--- src/rtl/window_stream.sv ---
// window_stream: streaming window multiplier.
// Each accepted sample is multiplied by a coefficient from a SIZE-entry
// register table. The table is indexed by a per-frame sample counter. The
// product is rounded half-up, saturated to OW bits and sent downstream
// through a two-stage valid/ready pipeline.
//
// Ports:
//   clk, rst                       clock, asynchronous active-high reset
//   coef_we/coef_addr/coef_wdata   coefficient table write (Q1.(CW-1), unsigned)
//   cfg_bypass                     use 1.0 instead of the table entry
//   s_valid/s_ready/s_data/s_last  input stream (signed samples)
//   m_valid/m_ready/m_data/m_last  output stream (signed samples)
//   frame_err                      one-cycle pulse when a frame ends early
//   sat_flag                       sticky, set when an output saturates
module window_stream #(
  parameter int SIZE = 8,
  parameter int DW   = 16,
  parameter int CW   = 16,
  parameter int OW   = 16,
  localparam int AW  = (SIZE > 1) ? $clog2(SIZE) : 1
) (
  input  logic                 clk,
  input  logic                 rst,
  input  logic                 coef_we,
  input  logic [AW-1:0]        coef_addr,
  input  logic [CW-1:0]        coef_wdata,
  input  logic                 cfg_bypass,
  input  logic                 s_valid,
  output logic                 s_ready,
  input  logic signed [DW-1:0] s_data,
  input  logic                 s_last,
  output logic                 m_valid,
  input  logic                 m_ready,
  output logic signed [OW-1:0] m_data,
  output logic                 m_last,
  output logic                 frame_err,
  output logic                 sat_flag
);

  localparam int PW = DW + CW + 1;
  localparam logic [CW-1:0]        ONE  = {1'b1, {(CW-1){1'b0}}};
  localparam logic signed [PW-1:0] RND  = PW'(1) << (CW-2);
  localparam logic signed [PW-1:0] OMAX = {{(PW-OW+1){1'b0}}, {(OW-1){1'b1}}};
  localparam logic signed [PW-1:0] OMIN = {{(PW-OW+1){1'b1}}, {(OW-1){1'b0}}};

  // Round half-up then drop the CW-1 fractional bits of the coefficient.
  function automatic logic signed [PW-1:0] round_shift(input logic signed [PW-1:0] p);
    round_shift = (p + RND) >>> (CW-1);
  endfunction

  function automatic logic is_sat(input logic signed [PW-1:0] r);
    is_sat = (r > OMAX) || (r < OMIN);
  endfunction

  function automatic logic signed [OW-1:0] saturate(input logic signed [PW-1:0] r);
    if (r > OMAX)      saturate = OMAX[OW-1:0];
    else if (r < OMIN) saturate = OMIN[OW-1:0];
    else               saturate = r[OW-1:0];
  endfunction

  logic [CW-1:0]        coef_q [SIZE];
  logic [AW-1:0]        idx_q;
  logic [AW-1:0]        idx_d;
  logic                 idx_at_end;
  logic                 advance;
  logic                 accept;
  logic [CW-1:0]        coef_sel;
  logic signed [CW:0]   coef_s;
  logic signed [PW-1:0] prod_d;
  logic signed [PW-1:0] prod_p1;
  logic                 last_p1;
  logic                 vld_p1;
  logic signed [PW-1:0] rnd_p1;

  assign advance    = !m_valid || m_ready;
  assign s_ready    = !vld_p1 || advance;
  assign accept     = s_valid && s_ready;
  assign idx_at_end = (idx_q == AW'(SIZE-1));

  // An early s_last restarts the frame so the next sample uses coef[0].
  assign idx_d = (s_last || idx_at_end) ? '0 : idx_q + AW'(1);

  // The table is a register, so a same-cycle write is seen only by later samples.
  assign coef_sel = cfg_bypass ? ONE : coef_q[idx_q];
  assign coef_s   = {1'b0, coef_sel};
  assign prod_d   = PW'(s_data) * PW'(coef_s);
  assign rnd_p1   = round_shift(prod_p1);

  // Stage 1 product register: data only, qualified by vld_p1.
  always_ff @(posedge clk) begin
    if (accept) prod_p1 <= prod_d;
  end

  always_ff @(posedge clk or posedge rst) begin
    if (rst) begin
      for (int i = 0; i < SIZE; i++) coef_q[i] <= ONE;
      idx_q     <= '0;
      vld_p1    <= 1'b0;
      last_p1   <= 1'b0;
      m_valid   <= 1'b0;
      m_data    <= '0;
      m_last    <= 1'b0;
      frame_err <= 1'b0;
      sat_flag  <= 1'b0;
    end else begin
      if (coef_we && (int'(coef_addr) < SIZE)) coef_q[coef_addr] <= coef_wdata;

      frame_err <= accept && s_last && !idx_at_end;

      // Stage 1: accept sample, capture frame-end flag.
      if (accept) begin
        idx_q   <= idx_d;
        last_p1 <= s_last || idx_at_end;
      end
      if (accept)       vld_p1 <= 1'b1;
      else if (advance) vld_p1 <= 1'b0;

      // Stage 2: round, saturate, present downstream; holds while stalled.
      if (advance) begin
        m_valid <= vld_p1;
        if (vld_p1) begin
          m_data <= saturate(rnd_p1);
          m_last <= last_p1;
          if (is_sat(rnd_p1)) sat_flag <= 1'b1;
        end
      end
    end
  end

endmodule

--- config.mk ---
export PLATFORM = sky130hd
export DESIGN_NAME = window_stream
export DESIGN_NICKNAME = d
export VERILOG_FILES = /design/src/rtl/window_stream.sv
export SDC_FILE = /design/constraint.sdc
export NUM_CORES = 1
export LEC_CHECK = 0
export ABC_AREA = 1
export ABC_CLOCK_PERIOD_IN_PS = 6400
export CAP_MARGIN = 20
export CORE_MARGIN = 2
export CORE_UTILIZATION = 55
export DETAILED_ROUTE_END_ITERATION = 10
export MAX_ROUTING_LAYER = met4
export PLACE_DENSITY_LB_ADDON = 0.12
export SLEW_MARGIN = 20
export SYNTH_ARGS = -nofsm -noshare
export SYNTH_HDL_FRONTEND = slang
export SYNTH_SLANG_ARGS = --single-unit
--- constraint.sdc ---
create_clock -name clk -period 6.4 [get_ports clk]
set_input_delay 1.92 -clock clk [delete_from_list [all_inputs] [get_ports clk]]
set_output_delay 1.92 -clock clk [all_outputs]
set_load 0.05 [all_outputs]
==> impl_metrics.tcl, run 1 <==
set metrics [dict create \
    status "finished, violations left" \
    violations "negative setup slack" \
    drtAntennaViolNets 0 \
    drc 0 \
    worstSetupPathType "input pin to register" \
    synth-xor-area-share_pct 1.16 \
    grt_pass1_wl_um 76000 \
    syn_inst 2044 \
    drt-wirelength-per-cell_um 17.6 \
    period_needed_ns 7.17 \
    placed_area_sq_um 19300 \
    synth_seq_cells 172 \
    clk_pin_slew_ns 0.06 \
    drtPass1Iterations 6 \
    routed_via_density 5.41 \
    antenna_found_initial 2 \
    synth.largest_area_cell "fa_1" \
    max_stage_delay_ns 0.57 \
    synth_nets 2401 \
    synthSimpleGateAreaFrac_pct 18.3 \
    cp_common_cell "fa_1" \
    cts.sinks 172 \
    worst_hold_path_type "register to register" \
    grt_pass1_vias 14489 \
    die_h_um 177 \
    drt_iter0_markers 1227 \
    fin_skew_ns 0.0155 \
    rsz0062_at_grt "yes" \
    cts_made_buffers 17 \
    crit_required_ns 6.59 \
    fmax_mhz 140 \
    fin_area_sq_um 21100 \
    multiInputGateArea_sq_um 11200 \
    setup.worst_path.start "cfg_bypass" \
    drive_above_1_share_pct 22.6 \
    final_nets 2652 \
    initial_core_util_pct 55.7 \
    slew_headroom_pct 38.2 \
    synth_cell_type_count 46 \
    cp_max_fo 6 \
    routed_wirelength_um 47400 \
    worst-endpoint-arrival_ns 7.36 \
    row_count 63 \
    drv_cap 0 \
    grt_start_max_net_pins 103 \
    netlist_area_sq_um 16500 \
    cts_tree "built" \
    final.setup.worst_slack_ns -0.766 \
    path_buf_inv 10 \
    ios 63 \
    hold_viol 0 \
    grt_overflow_total 0 \
    gp_congestion 0.994 \
    slew_viol_final 0 \
    cpMaxStageDelayCell "fa_2" \
    yosys-mux-area-fraction_pct 0 \
    hpwl_um 36100 \
    crit_family "adder cells" \
    r2r-start "idx_q[0]$_DFFE_PP0P_" \
    hp-start "sat_flag$_DFFE_PP0P_" \
    numPortBuffers 62 \
    ctsRootBufferMaster "clkbuf_16" \
    die_area_sq_um 31400 \
    core_area_sq_um 29600 \
    start_kind "input pin" \
    h-tree-depth 4 \
    worst_pin_slew_ns 0.927 \
    area_growth_pct 27.8 \
    hold_end "sat_flag$_DFFE_PP0P_" \
    worstRegToRegCells 28 \
    synthAdderAreaFrac_pct 32.6 \
    hold_path_depth 1 \
    regArea_sq_um 4410 \
    synth_top_family_by_area "adder cells" \
    synth_area_leaders "fa_1, dfrtp_1, nand2_1" \
    track_usage_pct 32.3 \
    clock_path_buffers 2 \
    worstSetupEndpointType "register" \
    avgSynthCellArea_sq_um 8.08 \
    netlist.area_leader.share_pct 23.4 \
    clk_latency_ns 0.44 \
    ys_seq_area_share_pct 26.7 \
    fin_crit_sh_pct 112 \
    num_vias 14612 \
    die_w_um 177 \
    setup_viol 19 \
    synth_compound_area_share_pct 10.4 \
    fill_cells 2323 \
    synth_warnings 0 \
    r2r-end "prod_p1[29]$_DFFE_PP_" \
    ff2ff_setup_slack_ns -0.17 \
]
[cell usage after synthesis, drive strengths merged]
cell,count
a211oi,1
a21boi,2
a21o,2
a21oi,64
a221oi,2
a311oi,1
a31o,1
a31oi,3
and3,3
buf,10
clkbuf,64
clkinv,5
dfrtp,145
dfstp,8
edfxtp,19
fa,193
ha,122
inv,390
nand2,415
nand3,53
nand3b,2
nand4,7
nor2,257
nor3,10
nor4,1
o21a,5
o21ai,206
o21bai,1
o221ai,26
or2,4
or3,1
xnor2,10
xor2,11
[cells by family (layout without fill, tap and decap cells)]
group                      Yosys count  count (layout)
and+or+nand+nor                    753             754
buffers and inverters              469             732
adders and majority gates          315             315
AOI/OAI and AO/OA                  314             314
DFF                                172             172
xor gates and xnor gates            21              21
other                                0               2
[worst max path at each step]
stage / end / depth (start not counted)
after floorplan: prod_p1[28]$_DFFE_PP_ / 24
after global placement: prod_p1[28]$_DFFE_PP_ / 25
after detailed placement: prod_p1[28]$_DFFE_PP_ / 25
after CTS: prod_p1[30]$_DFFE_PP_ / 27
after global routing: prod_p1[26]$_DFFE_PP_ / 28
final: prod_p1[29]$_DFFE_PP_ / 28
[sequential cells by signal (all words and copies together) (netlist names)]
register   flops
coef_q       128
frame_err      1
idx_q          3
last_p1        1
m_data        16
m_last         1
m_valid        1
prod_p1       19
sat_flag       1
vld_p1         1
[per-layer routing]
metal | global-route usage [%] | vias up | routed length [um]
li1 | - | 6837 | -
met2 | 48.2 | 592 | 21500
met4 | 9.43 | 0 | 1380
met5 | - | - | 0
met3 | 6.30 | 76 | 3810
met1 | 45.3 | 7107 | 20700
[layout make-up]
class	instances	share of cell area, %
Sequential cell	172	20.9
Timing Repair inverter	1	0.0237
Clock buffer	20	2.12
Tap cell	390	2.31
Clock inverter	12	0.990
Inverter	395	7.33
Antenna cell	2	0.0237
Timing Repair Buffer	304	13.1
Multi-Input combinational cell	1404	53.2
[worst register-to-register path, delay by kind of cell (launching register included)]
kind                       cells  cell delay (ns)
DFF                            1             0.46
AOI/OAI and AO/OA              5             0.97
and+or+nand+nor                8             0.78
adders and majority gates      7             3.28
buffers and inverters          8             0.85
[stage by stage]
stage,hold WS (ns),worst slack (ns),util [%],cells,setup TNS [ns]
floorplan,0.448,-0.580,-,2044,-8.51
global placement,0.453,-1.65,65.2,2611,-28.46
detailed placement,0.468,-1.74,65.2,2611,-29.67
CTS,0.484,-0.643,69.6,2678,-9.58
global route,0.496,-0.965,71.2,2700,-14.03
finish,0.480,-0.766,71.2,2700,-11.48
[placed cells by master (no fill, tap or decap), types with 7 or more instances in the layout]
cell,Yosys,layout
nor2_1,250,215
fa_2,0,12
nor2_4,3,11
inv_1,377,338
ha_4,0,17
buf_4,1,206
clkdlybuf4s50_1,0,56
edfxtp_1,19,19
inv_4,0,8
buf_6,3,16
a21oi_1,64,32
nand3_2,3,7
ha_1,122,105
buf_12,0,19
a21oi_2,0,25
fa_1,193,181
dfrtp_1,145,144
dfstp_2,8,8
xnor2_1,9,8
a21oi_4,0,7
nand2_2,1,33
xor2_1,11,10
o21ai_1,6,14
nand3_1,50,38
o21ai_0,199,185
o221ai_1,26,26
nand2_1,414,377
nor2_2,4,31
inv_2,13,37
nand3_4,0,9
clkbuf_16,0,17
[timing repair]
action | CTS | global route
hold buffers | 0 | 0
setup endpoints to repair | 19 | 19
resized for setup | 106 | 95
pin swaps | 56 | 54
setup buffers | 34 | 21
cloned | 2 | 1
Power of run 1 is left out: the tool's default activity adds up to more than one toggle a clock period on the data nets, which glitch-free logic cannot reach.
==> run 2: changes to the inputs <==
Settings changed: CORE_ASPECT_RATIO set to 0.5, SKIP_LAST_GASP set to 1.
==> run 2 against run 1 <==
  * The run still ends with negative setup slack left
  * Final cell count up 1.3%
  * Global-route usage is 1.1 points lower
  * Routed wire length shrank 0.12%
  * First-iteration DRC count is 13% higher
  * Utilization up 2.3 points
  * Clock-buffer cell count is 2 lower
  * Cell area increased by 2.0%
  * Non-clock buffer count up 36
  * Hold slack got worse by 0.021 ns
  * Clock skew shrank 0.0010 ns
  * Critical path depth decreased by 2
  * Via count grew 0.42%
==> impl_metrics.tcl, run 2 (synthesis gave the netlist of run 1 again) <==
set metrics [dict create \
    status "finished, violations left" \
    violations "negative setup slack" \
    numPortBuffers 62 \
    grt_pass1_vias 14082 \
    crit_family "adder cells" \
    path_buf_inv 9 \
    hpwl_um 35700 \
    die_area_sq_um 31500 \
    largest_registers "coef_q x128, prod_p1 x19, m_data x16" \
    antenna_cells 0 \
    antenna_found_initial 0 \
    clk_pin_slew_ns 0.07 \
    slew_viol_final 0 \
    worst_pin_slew_ns 1.01 \
    core_area_sq_um 29300 \
    die_h_um 127 \
    max_stage_delay_ns 0.62 \
    dr_wl_met2_um 21100 \
    layout_commonest_cell "nand2_1" \
    drt_iter0_markers 1384 \
    largest_reg_flops 128 \
    start_kind "input pin" \
    routed_via_density 5.37 \
    clock_path_buffers 2 \
    drc 0 \
    fmax_mhz 143 \
    crit_required_ns 6.61 \
    period_needed_ns 6.97 \
    slew_headroom_pct 32.5 \
    routedLengthMet1_um 21200 \
    fin_skew_ns 0.0145 \
    worstSetupPathType "input pin to register" \
    final_nets 2687 \
    drv_cap 0 \
    cp_max_fo 7 \
    grt_start_max_net_pins 68 \
    rsz0062_at_grt "yes" \
    cts_made_buffers 17 \
    track_usage_pct 31.3 \
    routed_wirelength_um 47400 \
    drt-wirelength-per-cell_um 17.3 \
    row_count 44 \
    dr_wl_met3_um 3920 \
    gp_congestion 0.968 \
    clk_latency_ns 0.46 \
    fin_crit_sh_pct 109 \
    worst_hold_path_type "register to register" \
    top_layer "met4" \
    initial_core_util_pct 56.4 \
    worstRegToRegCells 27 \
    drive_above_1_share_pct 25.9 \
    grt_overflow_total 0 \
    cpMaxStageDelayCell "fa_2" \
    worst-endpoint-arrival_ns 7.19 \
    cp_num_cells 26 \
    die_w_um 249 \
    drtPass1Iterations 8 \
    regMostFlops "coef_q" \
    ctsRootBufferMaster "clkbuf_16" \
    final.setup.worst_slack_ns -0.573 \
    ios 63 \
    cts_tree "built" \
    worstSetupEndpointType "register" \
    grt_pass1_wl_um 74500 \
    setup_tns_ns -9.22 \
    fin_util_pct 73.5 \
    area_growth_pct 30.4 \
    hold_path_depth 1 \
    cts.sinks 172 \
    num_vias 14674 \
    final_cell_mix "nand2_1, inv_1, buf_4" \
    drtAntennaViolNets 0 \
    h-tree-depth 4 \
    setup_viol 19 \
    hold_viol 0 \
]
-- run 2: metrics by stage --
stage	area, sq um	std cells	setup slack (ns)	hold WS (ns)
detailed placement	19400	2624	-1.45	0.448
global placement	19400	2624	-1.39	0.443
global route	21500	2734	-0.743	0.486
finish	21500	2734	-0.573	0.459
floorplan	17000	2044	-0.580	0.448
CTS	20800	2696	-0.464	0.464
-- run 2: final timing paths --
kind,end,slack (ns),startpoint
worst max-delay path,prod_p1[30]$_DFFE_PP_,-0.57,cfg_bypass
worst min-delay path,sat_flag$_DFFE_PP0P_,0.46,sat_flag$_DFFE_PP0P_
worst max register to register,prod_p1[29]$_DFFE_PP_,-0.06,idx_q[0]$_DFFE_PP0P_
worst min register to register,sat_flag$_DFFE_PP0P_,0.46,sat_flag$_DFFE_PP0P_
max in group asynchronous,coef_q[120]$_DFFE_PP0P_,3.43,rst
min in group asynchronous,coef_q[14]$_DFFE_PP0P_,1.91,rst
-- run 2: layer usage --
layer / up-vias / global-route usage (%)
li1: 6914 / -
met1: 7070 / 42.8
met2: 594 / 48.2
met3: 96 / 6.92
met4: 0 / 7.19
met5: - / -
-- run 2: cell type report --
cell class	instances	area, sq um
Sequential cell	172	4410
Timing Repair Buffer	340	3010
Inverter	395	1560
Fill cell	2181	7760
Tap cell	391	489
Clock inverter	14	191
Clock buffer	18	439
Multi-Input combinational cell	1404	11400
-- run 2: timing repair --
action                                 in CTS  in global routing
hold buffers                                0                  0
resized for setup                         135                146
gates cloned                                2                  0
pin swaps                                  69                 94
setup endpoints to repair                  19                 19
setup buffers                              38                 40
endpoints found under the hold margin       0                  0
Power of run 2 is left out for the same reason.
